<file path="config.mk">
export PLATFORM = sky130hd
export DESIGN_NAME = field_accumulator
export DESIGN_NICKNAME = d
export VERILOG_FILES = /design/src/rtl/field_accumulator_pkg.sv /design/src/rtl/field_adder.sv /design/src/rtl/field_accumulator.sv
export SDC_FILE = /design/constraint.sdc
export NUM_CORES = 1
export LEC_CHECK = 0
export CAP_MARGIN = 20
export CORE_AREA = 2 2 93 95
export CTS_CLUSTER_SIZE = 10
export DETAILED_ROUTE_END_ITERATION = 7
export DIE_AREA = 0 0 95 97
export PLACE_DENSITY = 0.65
export SYNTH_ARGS = -nofsm -noshare
export SYNTH_HDL_FRONTEND = slang
export SYNTH_SLANG_ARGS = --single-unit
</file>
<file path="constraint.sdc">
create_clock -name clk -period 2.75 [get_ports clk]
set_input_delay 0.55 -clock clk [delete_from_list [all_inputs] [get_ports clk]]
set_output_delay 0.55 -clock clk [all_outputs]
set_load 0.05 [all_outputs]
</file>
<file path="src/rtl/field_accumulator_pkg.sv">
// Shared types and field arithmetic parameters for the field accumulator.
// The F_* defines are the single source for field width, prime and adder latency.
`ifndef F_NBITS
`define F_NBITS 8
`endif
`ifndef F_PRIME
`define F_PRIME 251
`endif
`ifndef F_ADD_CYCLES
`define F_ADD_CYCLES 3
`endif

package field_accumulator_pkg;

    typedef enum logic [2:0] {
        IDLE,
        LOAD,
        WAIT_IN,
        ADD,
        DONE
    } state_e;

endpackage

</file>
<file path="src/rtl/field_adder.sv">
// Pipelined modular adder: c = (a + b) mod p, ready_pulse F_ADD_CYCLES after en.
// Operands must already be reduced below p.
module field_adder (
    input  logic                clk,
    input  logic                rstb,
    input  logic                en,
    input  logic [`F_NBITS-1:0] a,
    input  logic [`F_NBITS-1:0] b,
    output logic [`F_NBITS-1:0] c,
    output logic                ready_pulse
);

    localparam int W = `F_NBITS;
    localparam int N = `F_ADD_CYCLES;
    localparam logic [W:0] P_EXT = (W+1)'(`F_PRIME);

    logic [W:0]   raw;
    logic [W:0]   raw_sub;
    logic [W-1:0] red;
    logic [N-1:0] vld;
    logic [W-1:0] dat [N];

    assign raw     = {1'b0, a} + {1'b0, b};
    assign raw_sub = raw - P_EXT;
    assign red     = (raw >= P_EXT) ? raw_sub[W-1:0] : raw[W-1:0];

    // Reduction happens in stage 0; later stages only delay the result.
    always_ff @(posedge clk or negedge rstb) begin
        if (!rstb) begin
            vld <= '0;
            for (int k = 0; k < N; k++) dat[k] <= '0;
        end else begin
            vld[0] <= en;
            dat[0] <= red;
            for (int k = 1; k < N; k++) begin
                vld[k] <= vld[k-1];
                dat[k] <= dat[k-1];
            end
        end
    end

    assign c           = dat[N-1];
    assign ready_pulse = vld[N-1];

endmodule

</file>
<file path="src/rtl/field_accumulator.sv">
// Accumulates a run of field elements through one shared field_adder.
// Result is held with a valid/ready handshake until consumed.
module field_accumulator
    import field_accumulator_pkg::*;
#(
    parameter int CNT_W = 16
) (
    input  logic                clk,
    input  logic                rst,
    input  logic                start,
    input  logic                in_valid,
    input  logic [`F_NBITS-1:0] in_data,
    input  logic                in_last,
    output logic                in_ready,
    output logic                out_valid,
    input  logic                out_ready,
    output logic [`F_NBITS-1:0] sum,
    output logic [CNT_W-1:0]    n_terms,
    output logic                busy
);

    localparam int W = `F_NBITS;

    state_e         state;
    state_e         state_nxt;
    logic [W-1:0]   acc;
    logic [CNT_W-1:0] cnt;
    logic [W-1:0]   sum_q;
    logic [CNT_W-1:0] n_q;
    logic           last_q;
    logic           adder_en;
    logic [W-1:0]   add_c;
    logic           add_rdy;

    field_adder u_adder (
        .clk         (clk),
        .rstb        (~rst),
        .en          (adder_en),
        .a           (acc),
        .b           (in_data),
        .c           (add_c),
        .ready_pulse (add_rdy)
    );

    always_ff @(posedge clk or posedge rst) begin
        if (rst) state <= IDLE;
        else     state <= state_nxt;
    end

    always_comb begin
        state_nxt = state;
        in_ready  = 1'b0;
        out_valid = 1'b0;
        busy      = 1'b1;
        adder_en  = 1'b0;
        unique case (state)
            IDLE: begin
                busy = 1'b0;
                if (start) state_nxt = LOAD;
            end
            LOAD: begin
                in_ready = 1'b1;
                if (in_valid) state_nxt = in_last ? DONE : WAIT_IN;
            end
            WAIT_IN: begin
                in_ready = 1'b1;
                if (in_valid) begin
                    adder_en  = 1'b1;
                    state_nxt = ADD;
                end
            end
            ADD: begin
                if (add_rdy) state_nxt = last_q ? DONE : WAIT_IN;
            end
            DONE: begin
                out_valid = 1'b1;
                if (out_ready) state_nxt = IDLE;
            end
            default: state_nxt = IDLE;
        endcase
    end

    // Result registers change only on the transition into DONE.
    always_ff @(posedge clk or posedge rst) begin
        if (rst) begin
            acc    <= '0;
            cnt    <= '0;
            sum_q  <= '0;
            n_q    <= '0;
            last_q <= 1'b0;
        end else begin
            unique case (state)
                LOAD: begin
                    if (in_valid) begin
                        acc <= in_data;
                        cnt <= CNT_W'(1);
                        if (in_last) begin
                            sum_q <= in_data;
                            n_q   <= CNT_W'(1);
                        end
                    end
                end
                WAIT_IN: begin
                    if (in_valid) begin
                        last_q <= in_last;
                        cnt    <= cnt + CNT_W'(1);
                    end
                end
                ADD: begin
                    if (add_rdy) begin
                        acc <= add_c;
                        if (last_q) begin
                            sum_q <= add_c;
                            n_q   <= cnt;
                        end
                    end
                end
                default: ;
            endcase
        end
    end

    assign sum     = sum_q;
    assign n_terms = n_q;

endmodule

</file>
Yosys cells after proc, flatten, opt, wreduce, memory -nomap -nowiden
Cells that the tools add are included.
- shift-type cells: 0
- multiply operators: 0
- reductions and logical operators: 9
- $add $sub $neg: 3
- bitwise operators: 0
- muxes and demuxes: 30
- equality and inequality tests: 11
- magnitude comparators: 1
- div/mod/pow operators: 0
- operators by type and width (cell ; count):
    16-bit 2-to-1 mux ; 6
    16-bit case mux with 2 select lines ; 2
    8-bit 2-to-1 mux ; 7
    8-bit case mux with 2 select lines ; 2
    3-bit 2-to-1 mux ; 7
    16-bit by 1-bit adder with 16-bit output, second input constant ; 1
    3-bit case mux with 5 select lines ; 1
    2-bit inequality test, second input constant ; 6
    5-bit AND reduction ; 2
    8-bit by 8-bit adder with 9-bit output ; 1
    9-bit by 8-bit greater-or-equal comparator with 1-bit output, second input constant ; 1
    8-bit subtractor, second input constant ; 1
    3-bit by 2-bit equality test with 1-bit output, second input constant ; 2
    3-bit AND reduction ; 2
    1-bit 2-to-1 mux ; 5
    2-bit nonzero test ; 2
    3-bit by 1-bit equality test with 1-bit output, second input constant ; 1
    3-bit equality test, second input constant ; 1
    3-bit logical NOT ; 1
    2-bit by 1-bit inequality test with 1-bit output, second input constant ; 1
    2-bit AND reduction ; 1
    2-bit OR reduction ; 1
- bits in latches: 0
- memory bits (writable): 0
- memory bits (read-only): 0
- logic and storage cells: 64
- memories: 0
- flip-flop bits (word level): 79
- input port bits: 14

Depth between registers and ports, before layout
Gate-level depths: netlist of run 1.
- word-level depth: 3
- depth in mapped cells: 10
- depth with buffers taken out: 8

Cells and area by module
A second synthesis of run 1 with hierarchy kept.
- cells, all modules: 353
- area total of the unflattened synthesis: 3828.7 sq um
- by module, submodules not included (module ; area an instance (sq um) ; times used ; cells each ; seq. area each (sq um)):
    field_accumulator ; 2393.5 ; 1 ; 242 ; 1301.2
    field_adder ; 1435.1 ; 1 ; 111 ; 675.6

Worst setup path before layout of run 1
No wires, ideal clock.
- kind: input -> register
- start: input port in_data[0]
- end: register u_adder.dat[17] in the netlist's numbering
- stages on the path: 8
- data required time: 2.625 ns
- slack: 0.067 ns
- data arrival time: 2.558 ns
- cell sequence: ha_1 fa_1 a211oi_1 nor2_1 nor2_1 nand3_1 o31ai_4 mux2_4
- longest elaborated chain between the ends: 3
- RTL lines (what ; line ; RTL):
    from (decl) ; field_accumulator.sv:12 ; input logic [`F_NBITS-1:0] in_data,
    8-bit by 8-bit adder with 9-bit output (*) ; field_adder.sv:23 ; assign raw = {1'b0, a} + {1'b0, b};
    8-bit subtractor / 9-bit by 8-bit greater-or-equal comparator with 1-bit output (equally long branches) ; field_adder.sv:24, field_adder.sv:25 ;
    8-bit 2-to-1 mux (*) ; field_adder.sv:25 ; assign red = (raw >= P_EXT) ? raw_sub[W-1:0] : raw[W-1:0];
    net u_adder.red[1] ; field_adder.sv:19 ; logic [W-1:0] red;
    to (signal, indexed assignment) ; field_adder.sv:37 ; dat[k] <= dat[k-1];
    to (decl) ; field_adder.sv:21 ; logic [W-1:0] dat [N];
Mark *: on every way through the listed nets, which the timed path passes. The rest lies on a longest branch.
A chain may end at the register's enable or synchronous reset.

Worst setup path after layout of run 1
Ends and elaborated chain as after synthesis.

==> results.py, run 1 <==
metrics = {
    "power": {
        "p_comb_share_pct": 52.1,
        "p_clk_share_pct": 17.0,
        "p_int_mw": 3.446,
        "netSwitchingFraction_pct": 39.91,
        "p_seq_share_pct": 30.9,
        "p_sw_mw": 2.289,
        "power_density_nw_per_um2": 1221,
        "ir_drop_mv": 0.7684,
        "finalPower_mw": 5.735,
        "p_leak_nw": 2.069,
    },
    "job": {
        "max-cap-violations": 0,
    },
    "global_routing": {
        "grt_antenna_before_repair": 0,
        "grt_pass1_vias": 2816,
        "grt_pass1_wl_mm": 13.08,
        "gr-total-overflow": 0,
        "grt_max_degree": 80,
        "track_usage_pct": 18.00,
    },
    "route": {
        "via_count": 2797,
        "drt-initial-drc-count": 123,
        "drcViolationCount": 0,
        "wl_per_cell_um": 13.73,
        "wl_mm": 7.416,
        "antenna_left": 0,
        "vias_per_cell": 5.180,
        "drtPass1Iterations": 4,
    },
    "finish": {
        "fin_area_sq_um": 4697,
        "finalNetCount": 456,
        "antenna_cells": 0,
        "syn_to_final_growth_pct": 30.30,
        "drive_gt1_share_pct": 17.47,
        "final_cells": 540,
    },
    "yosys": {
        "avgSynthCellArea_sq_um": 10.13,
        "yosysUniqueCellTypes": 49,
        "synth_common_cells": "79 x dfrtp_1, 64 x nand2_1, 46 x o21ai_0",
        "synth_top_cell_area_share_pct": 54.84,
        "yosysSeqAreaShare_pct": 54.84,
        "ys.flop_type": "dfrtp_1",
        "synth_fp_nets": 381,
        "syn_inst": 356,
        "synth_area_leader_cell": "dfrtp_1",
        "synth_area_sq_um": 3605,
        "yosysMostFrequentCell": "dfrtp_1",
        "yosys_register_bits": 79,
        "synth_edf_count": 0,
        "yosysWarnings": 0,
        "synthTopCellsByArea": "dfrtp_1 55%, nand2_1 6.7%, o21ai_0 6.4%",
        "synthArstFlopShare_pct": 100.0,
    },
    "timing": {
        "drv_slew": 0,
        "worstMarginPinSlew_ns": 0.5028,
        "fin_skew_ns": 0.008296,
        "timing.fmax_mhz": 376.1,
        "finalSetupViolCount": 0,
        "relSlewSlack_pct": 66.37,
        "hold_viol_final": 0,
        "finalCriticalPeriod_ns": 2.659,
        "period_share_pct": 96.70,
    },
    "critical_path": {
        "reg2reg_slack_ns": 0.35,
        "endpoint_kind": "flip-flop",
        "required_ns": 2.98,
        "path_max_fanout": 3,
        "critPathLaunchType": "input pin",
        "crit_buf_inv": 1,
        "critPathLaunch": "in_data[0]",
        "reg2reg_from": "acc[0]",
        "cp.arrival_ns": 2.89,
        "worstPathCellList": "clkdlybuf4s50_1 > ha_2 > fa_2 > ha_4 > nand2b_4 > nand2b_1 > nand3_2 > o31ai_4 > mux2_4",
        "cpLargestDelayFamily": "adder cells",
        "path_class": "input pin to flip-flop",
        "crit_path_max_incr_delay_ns": 0.59,
        "cpMaxStageDelayCell": "fa_2",
    },
    "status": {
        "status": "finished clean",
    },
    "cts": {
        "htreeDepth": 3,
        "cts-root-buf": "clkbuf_8",
        "numCtsBuffers": 9,
        "clock_path_buffers": 2,
        "clock-sinks": 79,
        "postCtsHoldBufs": 0,
        "clk_latency_ns": 0.34,
        "clk_pin_slew_worst_paths_ns": 0.07,
        "cts_tree": "built",
    },
    "floorplan": {
        "fp.dieArea_sq_um": 9215,
        "ioPinCount": 41,
        "core_area_sq_um": 8134,
        "die_w_um": 95,
        "die_h_um": 97,
        "start_util_pct": 44.32,
        "num_rows": 33,
    },
    "placement": {
        "dp.cells": 523,
        "dpl_cell_area_sq_um": 4375,
        "dp_hpwl_mm": 5.207,
        "portBuffers": 40,
        "gp_routability_congestion": 0.8460,
    },
    "hold_path": {
        "hold_path.class": "flip-flop to flip-flop",
        "worstHoldStart": "u_adder.dat[13]",
    },
}
==> path summary, 6_finish.rpt <==
path                                    to  cells past startpoint
setup / recovery           u_adder.dat[17]                      9
hold / removal                u_adder.c[5]                      0
setup reg to reg           u_adder.dat[17]                      8
hold reg to reg               u_adder.c[5]                      0
max in group asynchronous  u_adder.dat[14]                      3
min in group asynchronous  u_adder.dat[18]                      3
==> stage by stage <==
stage	hold WS [ns]	TNS, ns	setup WS, ns	utilization, %
floorplan	0.3312	0	0.06717	-
global placement	0.3327	-2.190	-0.3613	53.79
detailed placement	0.3355	-2.714	-0.4414	53.79
CTS	0.3491	0	0.03346	56.71
global route	0.3567	-0.01118	-0.007100	57.75
finish	0.3433	0	0.09080	57.75
==> area by class of cell <==
type	count	area [sq um]
fill	706	3437
sequential	79	1977
multi-input combinational	255	1615
timing repair buffer	78	713.2
clock buffer	12	165.2
tap	105	131.4
clock inverter	3	65.06
inverter	8	30.03
==> cell usage in the layout, fill, tap and decap left out, drive strengths merged, types with 4 or more instances in the layout <==
cell	instances
dfrtp	79
nand2	65
o21ai	47
clkdlybuf4s50	39
buf	38
nor2	27
nand3	17
a21oi	13
mux2i	12
clkbuf	12
ha	10
inv	8
and3	7
o211ai	5
nor2b	4
nand4	4
xor2	4
==> cell families after synthesis <==
logic type | count (synthesis) | share of synthesized area [%]
buffers and inverters | 22 | 2.395
adder cells (fa/ha/maj) | 11 | 4.026
AND/OR/NAND/NOR | 141 | 18.26
flip-flops | 79 | 54.84
multiplexers | 13 | 3.749
XOR/XNOR | 6 | 1.666
AO/OA/AOI/OAI | 84 | 15.06
==> metal layers <==
metal	vias up	global-route usage [%]	share of wire [%]
li1	1388	-	-
met1	1366	23.00	45
met2	37	29.41	51
met3	6	3.738	2.3
met4	0	7.581	1.1
met5	-	0	0
==> power by group through the flow <==
| stage | clock network [mW] | logic [mW] | registers, mW |
|---|---|---|---|
| floorplan | 0 | 1.56 | 2.01 |
| global placement | 0 | 2.75 | 1.78 |
| detailed placement | 0 | 2.81 | 1.79 |
| CTS | 1.01 | 2.84 | 1.77 |
| global route | 1.06 | 3.28 | 1.82 |
| finish | 0.978 | 2.99 | 1.77 |
==> sequential cells by signal (all words and copies together), names as in the netlist <==
register and cells:
acc 8, u_adder.c 8, n_terms 16, sum 8
state 3, last_q 1, cnt 16, u_adder.dat 16
u_adder.vld 3
==> timing repair <==
item,CTS,global route
pin swaps,0,5
endpoints found under the hold margin,0,0
cloned,0,0
setup buffers,0,2
setup endpoints to repair,5,6
gates resized for setup,2,12
Power figures use the tool's default switching activity.
==> inputs of run 2 (changes only) <==
CELL_PAD_IN_SITES_DETAIL_PLACEMENT = 1   (was unset)
CELL_PAD_IN_SITES_GLOBAL_PLACEMENT = 1   (was unset)
CORE_AREA = 2 2 94 96   (was 2 2 93 95)
DIE_AREA = 0 0 96 98   (was 0 0 95 97)
PLACE_DENSITY = unset   (was 0.65)
PLACE_DENSITY_LB_ADDON = 0.1   (was unset)
==> run 2 against run 1 <==
Sequential share of layout area rose by 0.74 points; clock skew is 0.0055 ns higher; critical path type unchanged; critical endpoint is now u_adder.dat[22]; non-clock buffer count fell by 6; hold slack better by 0.011 ns; flip-flop and latch count is the same; largest power group unchanged.
==> results.py, run 2 (same netlist as run 1, synthesis figures left out) <==
metrics = {
    "cts": {
        "numCtsBuffers": 9,
        "cts_tree": "built",
        "clk_latency_ns": 0.36,
        "cts-root-buf": "clkbuf_8",
        "postCtsHoldBufs": 0,
        "clock_path_buffers": 2,
        "clock-sinks": 79,
        "htreeDepth": 3,
        "clk_pin_slew_worst_paths_ns": 0.08,
    },
    "status": {
        "status": "finished clean",
    },
    "critical_path": {
        "critPathLaunchType": "input pin",
        "r2r_cells": 7,
        "cp.arrival_ns": 2.92,
        "path_max_fanout": 5,
        "critPathLaunch": "in_data[2]",
        "path_class": "input pin to flip-flop",
        "reg2reg_from": "acc[1]",
        "required_ns": 3.04,
        "endpoint_kind": "flip-flop",
    },
    "timing": {
        "period_share_pct": 95.50,
        "finalCriticalPeriod_ns": 2.626,
        "timing.fmax_mhz": 380.8,
        "worstMarginPinSlew_ns": 0.5173,
        "fin_skew_ns": 0.01376,
        "tns_ns": 0,
        "hold_viol_final": 0,
        "drv_slew": 0,
        "finalSetupViolCount": 0,
        "rsz0062_at_grt": "no",
        "hold_ws_ns": 0.3538,
        "relSlewSlack_pct": 65.41,
    },
    "finish": {
        "syn_to_final_growth_pct": 28.05,
        "drive_gt1_share_pct": 14.88,
        "fin_util_pct": 54.52,
        "final-seq-area_sq_um": 1977,
        "finalNetCount": 450,
        "antenna_cells": 0,
        "most-common-layout-cells": "79 x dfrtp_1, 64 x nand2_1, 46 x o21ai_0",
        "fillers": 933,
        "final_common_cell": "dfrtp_1",
        "multiInputGateArea_sq_um": 1572,
        "fin_area_sq_um": 4616,
    },
    "global_routing": {
        "grt_antenna_before_repair": 0,
        "track_usage_pct": 19.44,
        "grt_pass1_vias": 2989,
        "grt_pass1_wl_mm": 14.30,
        "grt_max_degree": 80,
        "gr-total-overflow": 0,
    },
    "power": {
        "p_leak_nw": 2.035,
        "ir_drop_mv": 0.6713,
        "power_density_nw_per_um2": 1218,
        "finalPower_mw": 5.621,
    },
    "route": {
        "wl_mm": 8.126,
        "drt-initial-drc-count": 89,
        "drtPass1Iterations": 4,
        "antenna_left": 0,
        "wl_per_cell_um": 15.10,
        "vias_per_cell": 5.221,
        "via_count": 2809,
        "drcViolationCount": 0,
    },
    "hold_path": {
        "whs_path_depth": 0,
        "hold_path.class": "flip-flop to flip-flop",
        "worstHoldStart": "u_adder.dat[22]",
    },
    "placement": {
        "portBuffers": 40,
        "gp_routability_congestion": 0.8244,
        "dpl_cell_area_sq_um": 4342,
        "dp_hpwl_mm": 5.765,
    },
    "job": {
        "max-cap-violations": 0,
    },
    "floorplan": {
        "die_h_um": 98,
        "num_rows": 34,
        "start_util_pct": 42.58,
        "die_w_um": 96,
        "ioPinCount": 41,
        "fp.dieArea_sq_um": 9408,
        "core_area_sq_um": 8466,
    },
}
==> run 2: worst max-delay path, stage by stage <==
cell             delay, ns
clkdlybuf4s50_1       0.44
ha_2                  0.39
a211o_1               0.15
nand3_1               0.11
buf_4                 0.16
a21o_1                0.16
a21o_1                0.19
buf_4                 0.15
or4_1                 0.50
nand3_1               0.09
==> run 2: metrics by stage <==
stage                     instances  setup slack (ns)
after floorplan                 356           0.06717
after global placement          521           -0.3939
after detailed placement        521           -0.4631
after CTS                       537          0.003377
after global routing            538           0.03840
final                           538            0.1237
==> run 2: final timing paths <==
path	to	slack [ns]
worst max-delay path	u_adder.dat[22]	0.12
worst min-delay path	u_adder.dat[14]	0.35
worst max register to register	u_adder.dat[17]	0.31
worst min register to register	u_adder.dat[14]	0.35
max in group asynchronous	u_adder.dat[8]	1.79
min in group asynchronous	u_adder.dat[13]	0.59
==> run 2: per-layer routing <==
metal | vias up | wire (um) | global-route usage [%]
met1 | 1402 | 3623 | 24.97
li1 | 1378 | - | -
met4 | 0 | 90 | 5.714
met2 | 22 | 4244 | 32.05
met3 | 7 | 168 | 5.093
met5 | - | 0 | 0
==> run 2: layout make-up <==
type | count | share of cell area [%]
multi-input cells | 255 | 34.05
clock inverters | 5 | 1.735
clock buffers | 11 | 3.280
flip-flops and latches | 79 | 42.83
inverters | 8 | 0.6506
repair buffers | 72 | 14.53
well taps | 108 | 2.928
==> run 2: what timing repair did <==
action | CTS | global route
endpoints found under the setup margin | 6 | 6
pin swaps | 0 | 6
gates resized for setup | 3 | 6
buffers inserted | 0 | 1
==> run 2: report_power, final <==
group	internal [mW]	switching [mW]
registers	1.55	0.225
logic	1.21	1.64
clock network	0.559	0.431
total	3.32	2.30
==> inputs of run 3 (changes only) <==
CAP_MARGIN = unset   (was 20)
==> results of run 3 <==
The final DEF is identical to that of run 2; final timing and power are the same.
